`src/rtl/field_deserializer.sv`:
```
// Purpose: LSB-first serial-to-parallel field capture with USB bit-unstuffing (up to 64 data bits).
// Latency: done / stuff_err are registered, one cycle after the bit_valid cycle that caused them.
// Backpressure: none; bit_valid may have arbitrary gaps, and the block never stalls upstream.
module field_deserializer #(
    parameter int WIDTH = 64
) (
    input  logic             clock,
    input  logic             reset,
    input  logic             clear,
    input  logic             start,
    input  logic [6:0]       len,
    input  logic             bit_in,
    input  logic             bit_valid,
    output logic [WIDTH-1:0] data_out,
    output logic             done,
    output logic             stuff_err,
    output logic             busy
);

    typedef enum logic {
        IDLE = 1'b0,
        RECV = 1'b1
    } state_t;

    state_t      state;
    state_t      state_nxt;

    logic [6:0]  count;      // data bits stored so far
    logic [2:0]  ones;       // run of consecutive 1 data bits since last stuff/0
    logic [6:0]  len_q;      // effective field length, 1..64

    logic [6:0]  len_eff;
    logic        data_bit;
    logic        stuff_slot;
    logic        stuff_viol;
    logic        field_end;

    // Decode the current input cycle: normalize len, classify the incoming bit.
    always_comb begin
        len_eff    = ((len == 7'd0) || (len > 7'd64)) ? 7'd64 : len;
        data_bit   = (state == RECV) && bit_valid && (ones != 3'd6);
        stuff_slot = (state == RECV) && bit_valid && (ones == 3'd6);
        stuff_viol = stuff_slot && bit_in;
        field_end  = data_bit && ((count + 7'd1) == len_q);
    end

    // State register.
    always_ff @(posedge clock or posedge reset) begin
        if (reset) begin
            state <= IDLE;
        end else begin
            state <= state_nxt;
        end
    end

    // Next-state logic: clear beats start, start beats bit handling.
    always_comb begin
        state_nxt = state;
        case (state)
            IDLE: begin
                if (!clear && start) begin
                    state_nxt = RECV;
                end
            end
            RECV: begin
                if (clear) begin
                    state_nxt = IDLE;
                end else if (start) begin
                    state_nxt = RECV;
                end else if (field_end || stuff_viol) begin
                    state_nxt = IDLE;
                end
            end
            default: state_nxt = IDLE;
        endcase
    end

    // Output decode from state.
    always_comb begin
        busy = (state == RECV);
    end

    // Datapath: field assembly, run tracking, and registered completion/error pulses.
    always_ff @(posedge clock or posedge reset) begin
        if (reset) begin
            data_out  <= '0;
            done      <= 1'b0;
            stuff_err <= 1'b0;
            count     <= 7'd0;
            ones      <= 3'd0;
            len_q     <= 7'd64;
        end else begin
            done      <= 1'b0;
            stuff_err <= 1'b0;
            if (clear) begin
                // data_out deliberately kept: an aborted field leaves its partial value visible
                count <= 7'd0;
                ones  <= 3'd0;
            end else if (start) begin
                len_q    <= len_eff;
                data_out <= '0;
                count    <= 7'd0;
                ones     <= 3'd0;
            end else if (data_bit) begin
                data_out[count[5:0]] <= bit_in;
                count                <= count + 7'd1;
                ones                 <= bit_in ? (ones + 3'd1) : 3'd0;
                done                 <= field_end;
            end else if (stuff_slot) begin
                // A stuffed 0 is dropped; a 1 here is a stuffing violation
                ones      <= 3'd0;
                stuff_err <= bit_in;
            end
        end
    end

endmodule

```
`config.mk`:
```
export PLATFORM = sky130hd
export DESIGN_NAME = field_deserializer
export DESIGN_NICKNAME = d
export VERILOG_FILES = /design/src/rtl/field_deserializer.sv
export SDC_FILE = /design/constraint.sdc
export NUM_CORES = 1
export LEC_CHECK = 0
export CAP_MARGIN = 10
export CELL_PAD_IN_SITES_DETAIL_PLACEMENT = 0
export CELL_PAD_IN_SITES_GLOBAL_PLACEMENT = 1
export CORE_MARGIN = 10
export CORE_UTILIZATION = 36
export DETAILED_ROUTE_END_ITERATION = 6
export PLACE_DENSITY = 0.85
export SYNTH_ARGS = -nofsm -noshare
export SYNTH_HDL_FRONTEND = slang
export SYNTH_SLANG_ARGS = --single-unit
```
`constraint.sdc`:
```
create_clock -name clock -period 2.6 [get_ports clock]
set_input_delay 0.26 -clock clock [delete_from_list [all_inputs] [get_ports clock]]
set_output_delay 0.26 -clock clock [all_outputs]
set_load 0.05 [all_outputs]
```
Yosys cells after proc, flatten, opt, wreduce, memory -nomap -nowiden
Index checks and enable logic that the tools add are counted.
{ "word_totals": {"input_bits": 13, "reg_bits": 84, "elab_cells": 59, "out_inout_bits": 67} }
{ "classes": {"magnitude_cmp": 3, "n_reduce_logical": 16, "n_bitwise": 2, "eq_ne": 3, "n_mux": 26, "addsub": 2} }
{ "op_table": {"columns": ["cell", "n"], "rows": [
  ["64-bit 2-to-1 mux", 2],
  ["64-bit bitwise mux", 1],
  ["7-bit 2-to-1 mux", 4],
  ["3-bit 2-to-1 mux", 5],
  ["1-bit 2-to-1 mux", 12],
  ["7-bit by 1-bit adder with 7-bit output (second input constant)", 1],
  ["7-bit equality test", 1],
  ["7-bit greater-than comparator (second input constant)", 1],
  ["1-bit logical AND", 7],
  ["7-bit zero test", 1],
  ["6-bit by 7-bit less-than comparator with 1-bit output (second input constant)", 1],
  ["1-bit demux with 6-bit select", 1],
  ["6-bit by 1-bit >= comparator with 1-bit output (second input constant)", 1],
  ["2-bit AND reduction", 2],
  ["4-bit nonzero test", 1],
  ["3-bit by 1-bit adder with 3-bit output (second input constant)", 1],
  ["3-bit equality test (second input constant)", 1],
  ["3-bit != test (second input constant)", 1],
  ["3-bit nonzero test", 1],
  ["1-bit logical OR", 2],
  ["1-bit inverter", 2],
  ["1-bit one-hot mux with 2 select lines", 1],
  ["2-bit nonzero test", 1],
  ["1-bit zero test", 1]
]} }

Longest topological paths before layout
Gate-level depths: netlist (run 1).
{ "depth": {"depth_word": 8, "mapped_depth": 9, "mapped_depth_nobuf": 7} }

Worst setup path after synthesis (run 1)
OpenSTA, ideal clock, no wires.
{ "synth_path": {"path_kind": "flip-flop to flip-flop", "from": "reg state, in the netlist busy", "to": "reg data_out[25]", "stages_incl_launch_ff": 8, "setup_slack_ps": 475, "path_buffers": 2, "period_less_slack_ps": 2125, "arrival_time_ps": 1990, "setup_time_ps": 135, "cell_sequence": "dfrtp_1 > and3b_1 > nand2_1 > or3_1 > clkbuf_1 > buf_2 > o211ai_1 > o31ai_1"} }
{ "synth_between": {"elab_chain_len": 4} }
{ "synth_lines": {"columns": ["element", "line_no", "text"], "rows": [
  ["start, declared", "25", "state_t state;"],
  ["start signal, assigned", "52", "state <= state_nxt;"],
  ["1-bit logical AND (2 in series)", "41", "data_bit = (state == RECV) && bit_valid && (ones != 3'd6);"],
  ["2-bit nonzero test (no line)", null, null],
  ["2-bit AND reduction (no line)", null, null],
  ["end signal, assigned by index", "105", "data_out[count[5:0]] <= bit_in;"],
  ["end, declared", "14", "output logic [WIDTH-1:0] data_out,"]
]} }
Every way passes these cells.
A chain may end at the register's enable or synchronous reset.

Worst setup path after layout (run 1)
{ "layout_path": {"from": "reg count[3]", "to": "reg data_out[8]"} }
{ "layout_between": {"elab_chain_len": 7} }
{ "layout_lines": {"columns": ["element", "line_no", "text"], "rows": [
  ["start, declared", "28", "logic [6:0] count;"],
  ["start signal, assigned", "106", "count <= count + 7'd1;"],
  ["6-bit by 7-bit less-than comparator with 1-bit output (not written as such) or 6-bit by 1-bit >= comparator with 1-bit output (tied branches)", "105", null],
  ["1-bit logical AND (not written as such)", "105", null],
  ["1-bit 2-to-1 mux (not written as such)", "105", null],
  ["1-bit demux with 6-bit select (*)", "105", null],
  ["64-bit bitwise mux (*)", "105", null],
  ["64-bit 2-to-1 mux (*)", "104", "end else if (data_bit) begin"],
  ["64-bit 2-to-1 mux (*)", "99", "end else if (start) begin"]
]} }
Every way passes the cells marked *; elsewhere a longest branch is shown, timed or not. The select of a mux whose other input is x is not followed.

==> impl_metrics.tcl, run 1 <==
set metrics [dict create \
    layout-area-overhead-vs-synth_pct 33.2 \
    synth_top_area_frac 0.514 \
    power-per-cell-area_nw_per_um2 557 \
    cts_setup_buffers 0 \
    synth_seq_cells 84 \
    routed_wl_um 11900 \
    antenna-diode-count 0 \
    setup-violations-final 0 \
    timing.hold.worst.class "in -> async" \
    design_power_total_mw 3.00 \
    timing.rr.start "count[3]$_DFFE_PP0P_" \
    final.setup_skew_ns 0.00632 \
    max-vdd-ir-drop_v 0.000265 \
    dr_vias 3515 \
    synth.distinct_cells 41 \
    worst_r2r_endpoint "data_out[8]$_DFFE_PP0P_" \
    drt-pass1-iter-count 5 \
    fmaxAchievable_mhz 447 \
    crit_fanout 16 \
    crit_required_ns 2.81 \
    cts_sinks 84 \
    status "completed" \
    max-clock-path-buffers 2 \
    synth_sequential_area_ratio 0.521 \
    drv_cap 0 \
    crit_path_start_kind "register" \
    cts.root.buffer_cell "sky130_fd_sc_hd__clkbuf_16" \
    synth.yosys.warnings 0 \
    dieArea_um2 15900 \
    clk_latency_ns 0.35 \
    placement.io_buffers 79 \
    grt_pass1_wl_um 19200 \
    initial_antenna_violation_count 0 \
    yosysTopAreaCell "sky130_fd_sc_hd__dfrtp_1" \
    die_width_um 126 \
    via_count_of_the_first_global_routing_pass 3520 \
    ios 80 \
    cp-end-kind "register" \
    post-route-period-util 0.861 \
    finalWorstPathRequiredPeriod_ns 2.24 \
    route.antenna.remaining_nets 0 \
    floorplan.initialDensity 0.369 \
    post_drt_wl_per_cell_um 18.8 \
    drive_gt1_frac 0.0872 \
    gp_routability_congestion 0.856 \
    drt_first_iter_violations 282 \
    row_count 38 \
    syn-instance-count 409 \
    ys.flop_type "sky130_fd_sc_hd__dfrtp_1" \
    netlist_top_cells_count "sky130_fd_sc_hd__dfrtp_1 (83), sky130_fd_sc_hd__nand2_1 (68), sky130_fd_sc_hd__o31ai_1 (35), sky130_fd_sc_hd__o21ai_0 (33), sky130_fd_sc_hd__o211ai_1 (30)" \
    post_synthesis_cell_area_um2 4040 \
    final_max_slew_viol_count 0 \
    post-dp-hpwl_um 8520 \
    timing.setup.critical_path_class "reg -> reg" \
    post_cts.resized_instances 0 \
    synth.area.top_cells "sky130_fd_sc_hd__dfrtp_1 (51%), sky130_fd_sc_hd__o31ai_1 (6.5%), sky130_fd_sc_hd__nand2_1 (6.3%)" \
    clk_transition_reported_paths_ns 0.06 \
    slew_headroom 0.591 \
    globalRouteOverflowTotal 0 \
    cts-htree-levels 3 \
    finalHoldViolCount 0 \
    grt_start_max_net_pins 47 \
    worst_reg_to_reg_path_cell_count 5 \
    p_leak_nw 2.29 \
    global_route.usage.total 0.148 \
    finalNetCount 504 \
    cts-buffers-inserted 9 \
    synth-edff-count 0 \
    detail_route.vias_per_cell 5.55 \
    arrival_ns 2.45 \
    cts_tree "yes" \
    die_h_um 126 \
    synth.most_common_cell "sky130_fd_sc_hd__dfrtp_1" \
    core_um2 10900 \
    setup_repair_after_global_routing_missed_its_margin "no" \
    mappedNetlistNets 425 \
    post_synth.cell_area_avg_um2 9.87 \
    worst_margin_slew_ns 0.612 \
    final.fill_count 1018 \
    asyncSetResetFlopFracSynth 1.00 \
    reg2reg_slack_ns 0.36 \
    cts.hold.buffers_added 0 \
    drc_errors 0 \
    setup_total_negative_slack_ns 0 \
]
critical path, stage by stage (launching register included):
cell and delay, ns:
sky130_fd_sc_hd__dfrtp_1 0.67, sky130_fd_sc_hd__inv_1 0.28, sky130_fd_sc_hd__nor3_1 0.42, sky130_fd_sc_hd__nand2_1 0.34, sky130_fd_sc_hd__o211ai_1 0.28, sky130_fd_sc_hd__o31ai_1 0.10
power by group:
| group | switching, mW | total, mW | internal (mW) | leakage [nW] |
|---|---|---|---|---|
| Clock | 0.533 | 1.47 | 0.940 | 0.167 |
| Combinational | 0.121 | 0.186 | 0.0647 | 0.958 |
| Sequential | 0.0137 | 1.34 | 1.32 | 1.16 |
| Total | 0.667 | 3.00 | 2.33 | 2.29 |
worst max-delay path by stage:
stage,start,end
after floorplan,reset,busy$_DFF_PP0_
after detailed placement,clear,data_out[26]$_DFFE_PP0P_
after global placement,clear,data_out[26]$_DFFE_PP0P_
after global routing,count[3]$_DFFE_PP0P_,data_out[8]$_DFFE_PP0P_
final,count[3]$_DFFE_PP0P_,data_out[8]$_DFFE_PP0P_
after CTS,count[3]$_DFFE_PP0P_,data_out[8]$_DFFE_PP0P_
cell type report:
| type | count | area [µm²] | share of cell area |
|---|---|---|---|
| Sequential cell | 84 | 2100 | 0.391 |
| Multi-Input combinational cell | 290 | 1800 | 0.334 |
| Timing Repair Buffer | 98 | 946 | 0.176 |
| Clock buffer | 10 | 229 | 0.0425 |
| Tap cell | 140 | 175 | 0.0326 |
| Clock inverter | 6 | 113 | 0.0209 |
| Inverter | 5 | 20.0 | 0.00372 |
routing by layer:
layer,share of wire,vias up,track usage
li1,-,1647,-
met1,0.41,1748,0.176
met2,0.49,98,0.242
met3,0.069,22,0.0461
met4,0.025,0,0.0583
met5,0,-,0
cell families (layout without fill, tap and decap cells):
| family | count (synthesis) | after routing | share of synthesized area |
|---|---|---|---|
| and+or+nand+nor | 136 | 136 | 0.162 |
| AOI/OAI and AO/OA | 125 | 125 | 0.211 |
| DFF | 84 | 84 | 0.521 |
| buffers and inverters | 35 | 119 | 0.0353 |
| muxes | 17 | 17 | 0.0421 |
| xor gates and xnor gates | 9 | 9 | 0.0195 |
| adders and majority gates | 3 | 3 | 0.00929 |
cell usage in the layout (no fill, tap or decap), types with 4 or more instances in the layout:
cell type and n:
sky130_fd_sc_hd__mux2i_1 17, sky130_fd_sc_hd__nor3_1 7, sky130_fd_sc_hd__nand2_1 67, sky130_fd_sc_hd__a21oi_1 12, sky130_fd_sc_hd__o21ai_0 33, sky130_fd_sc_hd__inv_1 4, sky130_fd_sc_hd__a32o_1 7, sky130_fd_sc_hd__clkbuf_16 9
sky130_fd_sc_hd__clkdlybuf4s50_1 79, sky130_fd_sc_hd__buf_4 18, sky130_fd_sc_hd__o31ai_1 35, sky130_fd_sc_hd__and3_1 4, sky130_fd_sc_hd__nor2_1 17, sky130_fd_sc_hd__xnor2_1 6, sky130_fd_sc_hd__o211ai_1 30, sky130_fd_sc_hd__nand3_1 4
sky130_fd_sc_hd__dfrtp_1 83, sky130_fd_sc_hd__nand2b_1 11
through the flow:
step | util | hold slack, ns | setup slack (ns) | instances | cell area (µm²)
after global routing | 0.492 | 0.334 | 0.120 | 633 | 5380
final | 0.492 | 0.287 | 0.361 | 633 | 5380
after global placement | 0.461 | 0.486 | 0.399 | 617 | 5040
after CTS | 0.492 | 0.316 | 0.405 | 633 | 5380
after detailed placement | 0.461 | 0.489 | 0.359 | 617 | 5040
after floorplan | - | 0.331 | 0.177 | 409 | 4040
registers in the layout (all words and copies together), names as in the netlist:
register,count
busy,1
count,7
data_out,64
done,1
len_q,7
ones,3
stuff_err,1
Note: power is estimated with default switching activity, not from simulation.
==> inputs of run 2 (changes only) <==
PLACE_DENSITY = not set   (was 0.85)
PLACE_DENSITY_LB_ADDON = 0.1   (was not set)
==> run 2 against run 1 <==
Net effect: fmax decreased by 0.42%; non-clock buffer count decreased by 2; clock power decreased by 12%; power decreased by 5.8%; global-route usage increased by 0.31 points; critical path depth unchanged; critical endpoint unchanged; count of clock-buffer cells in the layout unchanged.
==> impl_metrics.tcl, run 2 (synthesis results as in run 1) <==
set metrics [dict create \
    timing.rr.start "count[3]$_DFFE_PP0P_" \
    drive_gt1_frac 0.0835 \
    post_cts.resized_instances 0 \
    detail_route.vias_per_cell 5.32 \
    worst_margin_slew_ns 0.641 \
    reg_top3 "data_out: 64 flops, count: 7 flops, len_q: 7 flops" \
    mostFrequentLayoutCell "sky130_fd_sc_hd__dfrtp_1" \
    final.setup_skew_ns 0.00881 \
    power.switching_mw 0.684 \
    drc_errors 0 \
    cts.hold.buffers_added 0 \
    p_sw_frac 0.242 \
    die_width_um 126 \
    setup_total_negative_slack_ns 0 \
    drt_first_iter_violations 261 \
    cts-htree-levels 3 \
    cts_sinks 84 \
    fmaxAchievable_mhz 445 \
    placement.io_buffers 79 \
    cts-buffers-inserted 9 \
    design_power_total_mw 2.82 \
    power-per-cell-area_nw_per_um2 529 \
    max-vdd-ir-drop_v 0.000424 \
    cts_tree "yes" \
    layout-area-overhead-vs-synth_pct 32.1 \
    drt-pass1-iter-count 4 \
    arrival_ns 2.46 \
    crit_path_start_kind "register" \
    setup-violations-final 0 \
    cts.root.buffer_cell "sky130_fd_sc_hd__clkbuf_16" \
    routed_wl_um 11900 \
    detailroute.wirelength.met3_um 657 \
    initial_antenna_violation_count 0 \
    p_leak_nw 2.25 \
    most-common-layout-cells "sky130_fd_sc_hd__dfrtp_1 (83), sky130_fd_sc_hd__clkdlybuf4s50_1 (79), sky130_fd_sc_hd__nand2_1 (67)" \
    clk_latency_ns 0.35 \
    dr.max_layer_used "met4" \
    slew_headroom 0.569 \
    post-route-period-util 0.865 \
    floorplan.initialDensity 0.369 \
    clk_transition_reported_paths_ns 0.07 \
    top_register "data_out" \
    antenna-diode-count 0 \
    die_h_um 126 \
    crit_fanout 16 \
    p_seq_frac 0.474 \
    finalWorstPathRequiredPeriod_ns 2.25 \
    crit_required_ns 2.81 \
    final_max_slew_viol_count 0 \
    finalNetCount 502 \
    wl_met2_um 5750 \
    timing.setup.critical_path_class "reg -> reg" \
    combPwrFrac 0.066 \
    cts_setup_buffers 0 \
    cp-end-kind "register" \
    reg2reg_slack_ns 0.35 \
    drv_cap 0 \
    worst_hold_slack_ns 0.326 \
    worst_reg_to_reg_path_cell_count 5 \
    dr_vias 3355 \
    internal_power_mw 2.14 \
    grt_start_max_net_pins 85 \
    final.fill_count 1060 \
    post_drt_wl_per_cell_um 18.9 \
    gp_routability_congestion 0.815 \
    route.antenna.remaining_nets 0 \
    finalHoldViolCount 0 \
    dieArea_um2 15900 \
    setup_repair_after_global_routing_missed_its_margin "no" \
    globalRouteOverflowTotal 0 \
    post-dp-hpwl_um 8180 \
    max-clock-path-buffers 2 \
    core_um2 10900 \
    global_route.usage.total 0.151 \
    status "completed" \
    largest_register_ffs 64 \
    via_count_of_the_first_global_routing_pass 3455 \
    drt-met1-wl_um 5350 \
    timing.hold.worst.class "in -> async" \
    grt_pass1_wl_um 19500 \
    row_count 38 \
    worst_r2r_endpoint "data_out[8]$_DFFE_PP0P_" \
    ios 80 \
    clkPwrFrac 0.460 \
]
[run 2: layout make-up]
cell class | instances | area (µm²) | area share
tap | 140 | 175 | 0.0328
timing repair buffer | 96 | 943 | 0.177
multi-input combinational | 290 | 1800 | 0.336
inverter | 5 | 20.0 | 0.00375
sequential | 84 | 2100 | 0.394
clock buffer | 10 | 229 | 0.0429
clock inverter | 6 | 70.1 | 0.0131
[run 2: worst max-delay path: stages, from the launching register on]
cell	delay, ns
sky130_fd_sc_hd__dfrtp_1	0.67
sky130_fd_sc_hd__inv_1	0.28
sky130_fd_sc_hd__nor3_1	0.44
sky130_fd_sc_hd__nand2_1	0.35
sky130_fd_sc_hd__o211ai_1	0.28
sky130_fd_sc_hd__o31ai_1	0.10
[run 2: power by group through the flow]
| stage | Sequential (mW) | Clock (mW) | Combinational, mW |
|---|---|---|---|
| finish | 1.34 | 1.30 | 0.187 |
| global route | 1.34 | 1.38 | 0.209 |
| global placement | 1.36 | 0 | 0.188 |
| CTS | 1.34 | 1.33 | 0.189 |
| floorplan | 1.37 | 0 | 0.104 |
| detailed placement | 1.36 | 0 | 0.188 |
[run 2: worst max path at each step]
stage	startpoint	endpoint	slack, ns
2_1_floorplan	reset	busy$_DFF_PP0_	0.18
5_1_grt	count[3]$_DFFE_PP0P_	data_out[8]$_DFFE_PP0P_	0.15
3_3_place_gp	clear	data_out[25]$_DFFE_PP0P_	0.39
4_1_cts	count[3]$_DFFE_PP0P_	data_out[8]$_DFFE_PP0P_	0.36
6_report	count[3]$_DFFE_PP0P_	data_out[8]$_DFFE_PP0P_	0.35
3_5_place_dp	clear	data_out[27]$_DFFE_PP0P_	0.34
[run 2: metal layers]
layer  vias up  GRT usage
li1       1644          -
met1      1640      0.189
met2        57      0.239
met3        14     0.0487
met4         0     0.0516
met5         -          0
[run 2: stage by stage]
stage,utilization,cell area [µm²],setup WS [ns],cells
2_1_floorplan,-,4040,0.177,409
3_3_place_gp,0.461,5040,0.387,615
3_5_place_dp,0.461,5040,0.342,615
4_1_cts,0.488,5340,0.362,631
5_1_grt,0.488,5340,0.151,631
6_report,0.488,5340,0.351,631
